## config.mk

```make
export PLATFORM = sky130hd
export DESIGN_NAME = iref_ramp_ctrl
export DESIGN_NICKNAME = d
export VERILOG_FILES = /design/src/rtl/iref_pkg.sv /design/src/rtl/iref_bus_master.sv /design/src/rtl/iref_ramp_ctrl.sv
export SDC_FILE = /design/constraint.sdc
export NUM_CORES = 1
export LEC_CHECK = 0
export ABC_CLOCK_PERIOD_IN_PS = 7700
export CORE_MARGIN = 5
export CORE_UTILIZATION = 32
export DETAILED_ROUTE_END_ITERATION = 8
export SLEW_MARGIN = 20
export SYNTH_ARGS = -nofsm -noshare
export SYNTH_HDL_FRONTEND = slang
export SYNTH_SLANG_ARGS = --single-unit
```

## constraint.sdc

```tcl
create_clock -name clk -period 7.7 [get_ports clk]
set_input_delay 1.54 -clock clk [delete_from_list [all_inputs] [get_ports clk]]
set_output_delay 1.54 -clock clk [all_outputs]
set_load 0.05 [all_outputs]
```

## src/rtl/iref_pkg.sv

```systemverilog
// iref_pkg
// Shared definitions for the current-reference ramp controller.
//   CODE_W             width of the charge code
//   IREF_PD_ADDR       power-down register address
//   IREF_CHARGE_ADDR   charge register address
//   iref_state_t       ramp sequencer states
//   iref_next_code()   one ramp step towards the target, clamped so that the
//                      ramp never overshoots or wraps
package iref_pkg;

   localparam int CODE_W           = 8;
   localparam int IREF_PD_ADDR     = 0;
   localparam int IREF_CHARGE_ADDR = 1;

   typedef enum logic [2:0] {
      ST_IDLE,
      ST_PD_WR,
      ST_CH_WR,
      ST_DWELL,
      ST_FIN
   } iref_state_t;

   // One extra bit catches both the carry out of cur + step and the borrow
   // out of cur - step; either case clamps to the target.
   function automatic logic [CODE_W-1:0] iref_next_code(
      input logic [CODE_W-1:0] cur,
      input logic [CODE_W-1:0] tgt,
      input logic [CODE_W-1:0] stp
   );
      logic [CODE_W:0] sum;
      logic [CODE_W:0] diff;
      sum  = {1'b0, cur} + {1'b0, stp};
      diff = {1'b0, cur} - {1'b0, stp};
      if (cur < tgt) begin
         return (sum > {1'b0, tgt}) ? tgt : sum[CODE_W-1:0];
      end else if (cur > tgt) begin
         return (diff[CODE_W] || (diff[CODE_W-1:0] < tgt)) ? tgt : diff[CODE_W-1:0];
      end
      return tgt;
   endfunction

endpackage

```

## src/rtl/iref_bus_master.sv

```systemverilog
// iref_bus_master
// Single-outstanding write request holder for the current-reference bus.
// A load captures address/data and raises m_valid; the request is held
// stable until the edge where m_valid && m_ready, then dropped.
//   clk, rst         clock, asynchronous active-low reset
//   load             capture a new request (ignored while one is pending)
//   load_address     address for the new request
//   load_wdata       write data for the new request
//   m_valid          request pending
//   m_address        request address
//   m_wdata          request write data
//   m_wstrb          write strobe, mirrors m_valid
//   m_ready          responder acknowledge
//   ack              handshake this cycle (m_valid && m_ready)
module iref_bus_master #(
   parameter int ADDR_W = 2,
   parameter int DATA_W = 32
) (
   input  logic              clk,
   input  logic              rst,
   input  logic              load,
   input  logic [ADDR_W-1:0] load_address,
   input  logic [DATA_W-1:0] load_wdata,
   output logic              m_valid,
   output logic [ADDR_W-1:0] m_address,
   output logic [DATA_W-1:0] m_wdata,
   output logic              m_wstrb,
   input  logic              m_ready,
   output logic              ack
);

   logic              valid_reg;
   logic [ADDR_W-1:0] address_reg;
   logic [DATA_W-1:0] wdata_reg;

   assign ack = valid_reg & m_ready;

   always_ff @(posedge clk or negedge rst) begin
      if (!rst) begin
         valid_reg   <= 1'b0;
         address_reg <= '0;
         wdata_reg   <= '0;
      end else if (ack) begin
         // Dropping valid here guarantees one idle cycle between requests.
         valid_reg <= 1'b0;
      end else if (load && !valid_reg) begin
         valid_reg   <= 1'b1;
         address_reg <= load_address;
         wdata_reg   <= load_wdata;
      end
   end

   assign m_valid   = valid_reg;
   assign m_address = address_reg;
   assign m_wdata   = wdata_reg;
   assign m_wstrb   = valid_reg;

endmodule

```

## src/rtl/iref_ramp_ctrl.sv

```systemverilog
// iref_ramp_ctrl
// Ramps the current-reference charge code from its present value to a
// target: one power-down release write, then charge writes in steps of
// `step`, each followed by `dwell` idle cycles.
//   clk, rst          clock, asynchronous active-low reset
//   start             one-cycle request, accepted only in IDLE without abort
//   abort             level; stops the ramp at the next safe point
//   target/step/dwell ramp parameters, latched on accepted start
//   busy              ramp in progress
//   done              one-cycle pulse on normal completion
//   cur_code          last charge code acknowledged by the responder
//   m_valid/m_address/m_wdata/m_wstrb/m_ready  responder write bus
module iref_ramp_ctrl
   import iref_pkg::*;
#(
   parameter int IREF_ADDR_W = 2,
   parameter int DATA_W      = 32,
   parameter int DWELL_W     = 16
) (
   input  logic                   clk,
   input  logic                   rst,
   input  logic                   start,
   input  logic                   abort,
   input  logic [CODE_W-1:0]      target,
   input  logic [CODE_W-1:0]      step,
   input  logic [DWELL_W-1:0]     dwell,
   output logic                   busy,
   output logic                   done,
   output logic [CODE_W-1:0]      cur_code,
   output logic                   m_valid,
   output logic [IREF_ADDR_W-1:0] m_address,
   output logic [DATA_W-1:0]      m_wdata,
   output logic                   m_wstrb,
   input  logic                   m_ready
);

   localparam logic [IREF_ADDR_W-1:0] PD_ADDR     = IREF_ADDR_W'(IREF_PD_ADDR);
   localparam logic [IREF_ADDR_W-1:0] CHARGE_ADDR = IREF_ADDR_W'(IREF_CHARGE_ADDR);

   iref_state_t        state_reg, state_next;
   logic [CODE_W-1:0]  code_reg, code_next;
   logic [CODE_W-1:0]  target_reg, target_next;
   logic [CODE_W-1:0]  step_reg, step_next;
   logic [DWELL_W-1:0] dwell_reg, dwell_next;
   logic [DWELL_W-1:0] cnt_reg, cnt_next;

   logic                   load;
   logic [IREF_ADDR_W-1:0] load_address;
   logic [DATA_W-1:0]      load_wdata;
   logic                   ack;
   logic [CODE_W-1:0]      next_code;
   logic [DATA_W-1:0]      charge_word;

   assign next_code = iref_next_code(code_reg, target_reg, step_reg);

   // Charge code in the low bits of the write word, upper bits zero.
   genvar gi;
   generate
      for (gi = 0; gi < DATA_W; gi++) begin : g_wdata
         if (gi < CODE_W) begin : g_code
            assign charge_word[gi] = next_code[gi];
         end else begin : g_zero
            assign charge_word[gi] = 1'b0;
         end
      end
   endgenerate

   iref_bus_master #(
      .ADDR_W (IREF_ADDR_W),
      .DATA_W (DATA_W)
   ) u_bus (
      .clk          (clk),
      .rst          (rst),
      .load         (load),
      .load_address (load_address),
      .load_wdata   (load_wdata),
      .m_valid      (m_valid),
      .m_address    (m_address),
      .m_wdata      (m_wdata),
      .m_wstrb      (m_wstrb),
      .m_ready      (m_ready),
      .ack          (ack)
   );

   always_ff @(posedge clk or negedge rst) begin
      if (!rst) begin
         state_reg  <= ST_IDLE;
         code_reg   <= '0;
         target_reg <= '0;
         step_reg   <= CODE_W'(1);
         dwell_reg  <= '0;
         cnt_reg    <= '0;
      end else begin
         state_reg  <= state_next;
         code_reg   <= code_next;
         target_reg <= target_next;
         step_reg   <= step_next;
         dwell_reg  <= dwell_next;
         cnt_reg    <= cnt_next;
      end
   end

   always_comb begin
      state_next   = state_reg;
      code_next    = code_reg;
      target_next  = target_reg;
      step_next    = step_reg;
      dwell_next   = dwell_reg;
      cnt_next     = cnt_reg;
      load         = 1'b0;
      load_address = PD_ADDR;
      load_wdata   = '0;

      case (state_reg)
         ST_IDLE: begin
            // The power-up write is issued on the accepting edge so that
            // busy and m_valid rise together.
            if (start && !abort) begin
               target_next = target;
               step_next   = (step == '0) ? CODE_W'(1) : step;
               dwell_next  = dwell;
               load        = 1'b1;
               state_next  = ST_PD_WR;
            end
         end

         ST_PD_WR: begin
            if (ack) begin
               if (abort)                       state_next = ST_IDLE;
               else if (code_reg == target_reg) state_next = ST_FIN;
               else                             state_next = ST_CH_WR;
            end
         end

         ST_CH_WR: begin
            if (!m_valid) begin
               // Idle slot between requests: the only point where abort
               // can cancel a charge write before it is issued.
               if (abort) begin
                  state_next = ST_IDLE;
               end else begin
                  load         = 1'b1;
                  load_address = CHARGE_ADDR;
                  load_wdata   = charge_word;
               end
            end else if (ack) begin
               // code_reg is unchanged while the request is pending, so
               // next_code still equals the value being written.
               code_next = next_code;
               if (abort) begin
                  state_next = ST_IDLE;
               end else if (dwell_reg == '0) begin
                  state_next = (next_code == target_reg) ? ST_FIN : ST_CH_WR;
               end else begin
                  cnt_next   = dwell_reg - DWELL_W'(1);
                  state_next = ST_DWELL;
               end
            end
         end

         ST_DWELL: begin
            if (abort) begin
               state_next = ST_IDLE;
            end else if (cnt_reg != '0) begin
               cnt_next = cnt_reg - DWELL_W'(1);
            end else if (code_reg == target_reg) begin
               state_next = ST_FIN;
            end else begin
               // Issue the next write as the dwell expires so the bus sees
               // exactly `dwell` idle cycles.
               load         = 1'b1;
               load_address = CHARGE_ADDR;
               load_wdata   = charge_word;
               state_next   = ST_CH_WR;
            end
         end

         ST_FIN: begin
            state_next = ST_IDLE;
         end

         default: begin
            state_next = ST_IDLE;
         end
      endcase
   end

   assign busy     = (state_reg != ST_IDLE);
   assign done     = (state_reg == ST_FIN);
   assign cur_code = code_reg;

endmodule
```

==> metrics.md <==
| Metric | Value |
|---|---|
| Outcome | `completed` |
| Clk Latency, worst-skew pair | `0.35 ns` |
| Core area | `16,500 um^2` |
| Seq cells post-synth | `69` |
| Largest area contributor in the netlist | `dfrtp_1` |
| R2R Setup Slk | `3.37 ns` |
| Clock transition at the registers of the reported paths | `0.08 ns` |
| Avg Cell Area, Syn | `8.92 um^2` |
| CP Class | `register to register` |
| CTS Sinks | `69` |
| CTS Buf Count | `9` |
| Min cycle time layout | `4.33 ns` |
| CTS tree | `yes` |
| Max Root-Sink Buffers | `2` |
| Final ANT Viol Nets | `0` |
| TNS Setup | `0 ns` |
| Num rows | `47` |
| Tcrit/Tclk final | `0.562` |
| Gate Count Post-Synth | `603` |
| Critical hold path startpoint | `step_reg[0]` |
| Synth Flop Type | `dfrtp_1` |
| DR DRC count | `0` |
| Starting Density | `0.326` |
| Max Cap Viol | `0` |
| Post-CTS setup buffer count | `0` |
| Post-synth top cells | `dfrtp_1 (68), a21oi_1 (57), nor2_1 (53)` |
| GRT Overall Usage | `0.146` |
| ANT cells | `0` |
| Layout cells sized above 1 | `0.109` |
| IO Port Bufs | `57` |
| Type of the most critical hold path | `register to register` |
| Antenna violations before repair | `0` |
| CTS Hold Bufs | `0` |
| Clk_skew | `0.0184 ns` |
| Io pins | `83` |
| Level count of the clock H-tree | `3` |
| Final Setup Violations | `0` |
| Final Routed Wirelength | `14.3 mm` |
| Fin. Hold Viols | `0` |
| Slew Limit Fails | `0` |
| Vias | `4,688` |
| # nets final | `727` |
| CTS Root Cell | `clkbuf_16` |
| Top-count cell post-synth | `dfrtp_1` |
| Post-synth top area share | `0.316` |
| First-pass GRT wire length | `23.4 mm` |
| Placer congestion estimate | `0.886` |
| Synth async-reset ratio | `1.00` |
| Synth warn | `0` |
| RSZ-0062 raised after global routing | `false` |
| Largest net degree at the start of global routing | `70` |
| TritonRoute pass-1 iters | `5` |
| Worst EP arrival | `4.52 ns` |
| Worst hold slack | `0.510 ns` |
| Ranking of synthesized cells by area | `dfrtp_1 (32%), ha_1 (9.3%), mux2_2 (8.0%), a21oi_1 (5.3%), buf_4 (3.9%)` |
| Unique masters post-synth | `69` |
| Worst hold endpoint | `step_reg[0]` |
| Die height | `140 um` |
| Drt initial violations | `433` |
| Worst reg2reg path startpoint | `cur_code[2]` |
| CP Max Fanout | `8` |
| Slew @ Worst Pin | `0.961 ns` |
| Wire length per cell | `16.4 um` |
| Critical Path End Type | `register` |
| Highest Clock Rate | `0.231 GHz` |
| Reg2Reg Depth | `15` |
| CP Data Required Time | `7.90 ns` |
| Layout area overhead | `18.2%` |
| Post-cts resize count | `0` |
| Hold Path Cell Cnt | `2` |
| Netlist Area Pre-Place | `5380 um^2` |
| Post-synth EDFFs | `0` |
| Dpl hpwl | `10.9 mm` |
| Die X | `140 um` |
| Worst reg2reg endpoint | `u_bus.m_wdata[2]` |
| Vias in the first global route | `4,561` |
| Gr ovfl total | `0` |
| CP Launch Type | `register` |
| DIE AREA | `19,500 um^2` |
| Slew HR | `0.358` |
| Seq/Total Area, Yosys | `0.321` |
| Vias per cell | `5.37` |
-- worst max-delay path by stage --
stage	startpoint	to	slack [ns]	cells after the start
floorplan	cur_code[0]	cur_code[2]	3.68	18
global placement	abort	u_bus.m_wdata[3]	3.38	7
detailed placement	abort	u_bus.m_wdata[3]	3.32	7
CTS	cur_code[2]	u_bus.m_wdata[2]	3.44	15
global route	cur_code[2]	u_bus.m_wdata[3]	3.14	15
finish	cur_code[2]	u_bus.m_wdata[2]	3.37	15
-- per-stage QoR --
step / utilization / setup WS, ns / std cells / instance area [um^2]
2_1_floorplan: - / 3.68 / 627 / 5470
5_1_grt: 0.385 / 3.14 / 873 / 6360
4_1_cts: 0.384 / 3.44 / 873 / 6350
6_report: 0.385 / 3.37 / 873 / 6360
3_5_place_dp: 0.365 / 3.32 / 857 / 6030
3_3_place_gp: 0.365 / 3.38 / 857 / 6030
-- worst max-delay path, stage by stage (launching register included) --
cell      delay, ns
dfrtp_1        0.45
ha_1           0.44
nor2b_1        0.20
a211oi_2       0.27
nor4b_1        0.08
a211oi_1       0.43
ha_1           0.32
and3_1         0.18
and3_1         0.18
a211o_1        0.29
nand4_2        0.22
o21ai_1        0.23
o221a_2        0.32
mux2_2         0.30
a22oi_1        0.16
a21oi_1        0.09
-- cells by family after synthesis --
group                    Yosys count  synth area share
AO/OA/AOI/OAI                    166             0.201
XOR/XNOR                          21            0.0342
adder cells (fa/ha/maj)           42             0.100
buffers and inverters             81            0.0798
flip-flops                        69             0.321
multiplexers                      51             0.104
other                              1          0.000697
AND/OR/NAND/NOR                  172             0.159
-- cells in the final DEF (no fill, tap or decap), types with 5 or more instances in the layout --
master / synthesis / final
mux2_2: 38 / 38
inv_1: 31 / 31
ha_1: 40 / 40
o21ai_0: 29 / 29
conb_1: 1 / 25
a21oi_1: 57 / 57
nor2b_1: 5 / 5
nand3_1: 9 / 8
o22ai_1: 5 / 5
nor2_1: 53 / 53
nand2_1: 35 / 35
o32ai_1: 10 / 10
mux2i_1: 13 / 13
nor3_1: 18 / 18
and3_1: 6 / 6
xnor2_1: 11 / 11
clkbuf_16: 0 / 9
o21ai_1: 11 / 11
xor2_1: 10 / 10
clkdlybuf4s50_1: 0 / 56
dfrtp_1: 68 / 68
nand2b_1: 7 / 7
nor4_1: 9 / 9
o21a_1: 11 / 11
or3_1: 6 / 6
-- routing by layer --
| layer | share of wire | global-route usage | vias up |
|---|---|---|---|
| met1 | 0.46 | 0.198 | 2276 |
| met2 | 0.46 | 0.233 | 150 |
| li1 | - | - | 2243 |
| met4 | 0.017 | 0.0464 | 0 |
| met5 | 0 | 0 | - |
| met3 | 0.064 | 0.0329 | 19 |
-- cell type report --
cell class              instances  area [um^2]
clock buffers                  10          229
clock inverters                 6         95.1
fillers                      1648        10200
inverters                      31          116
multi-input cells             477         3330
flip-flops and latches         69         1730
well taps                     220          275
repair buffers                 60          588
Power is not shown: default switching activity piles up to over one toggle a cycle in this logic, so the estimate is an artifact.
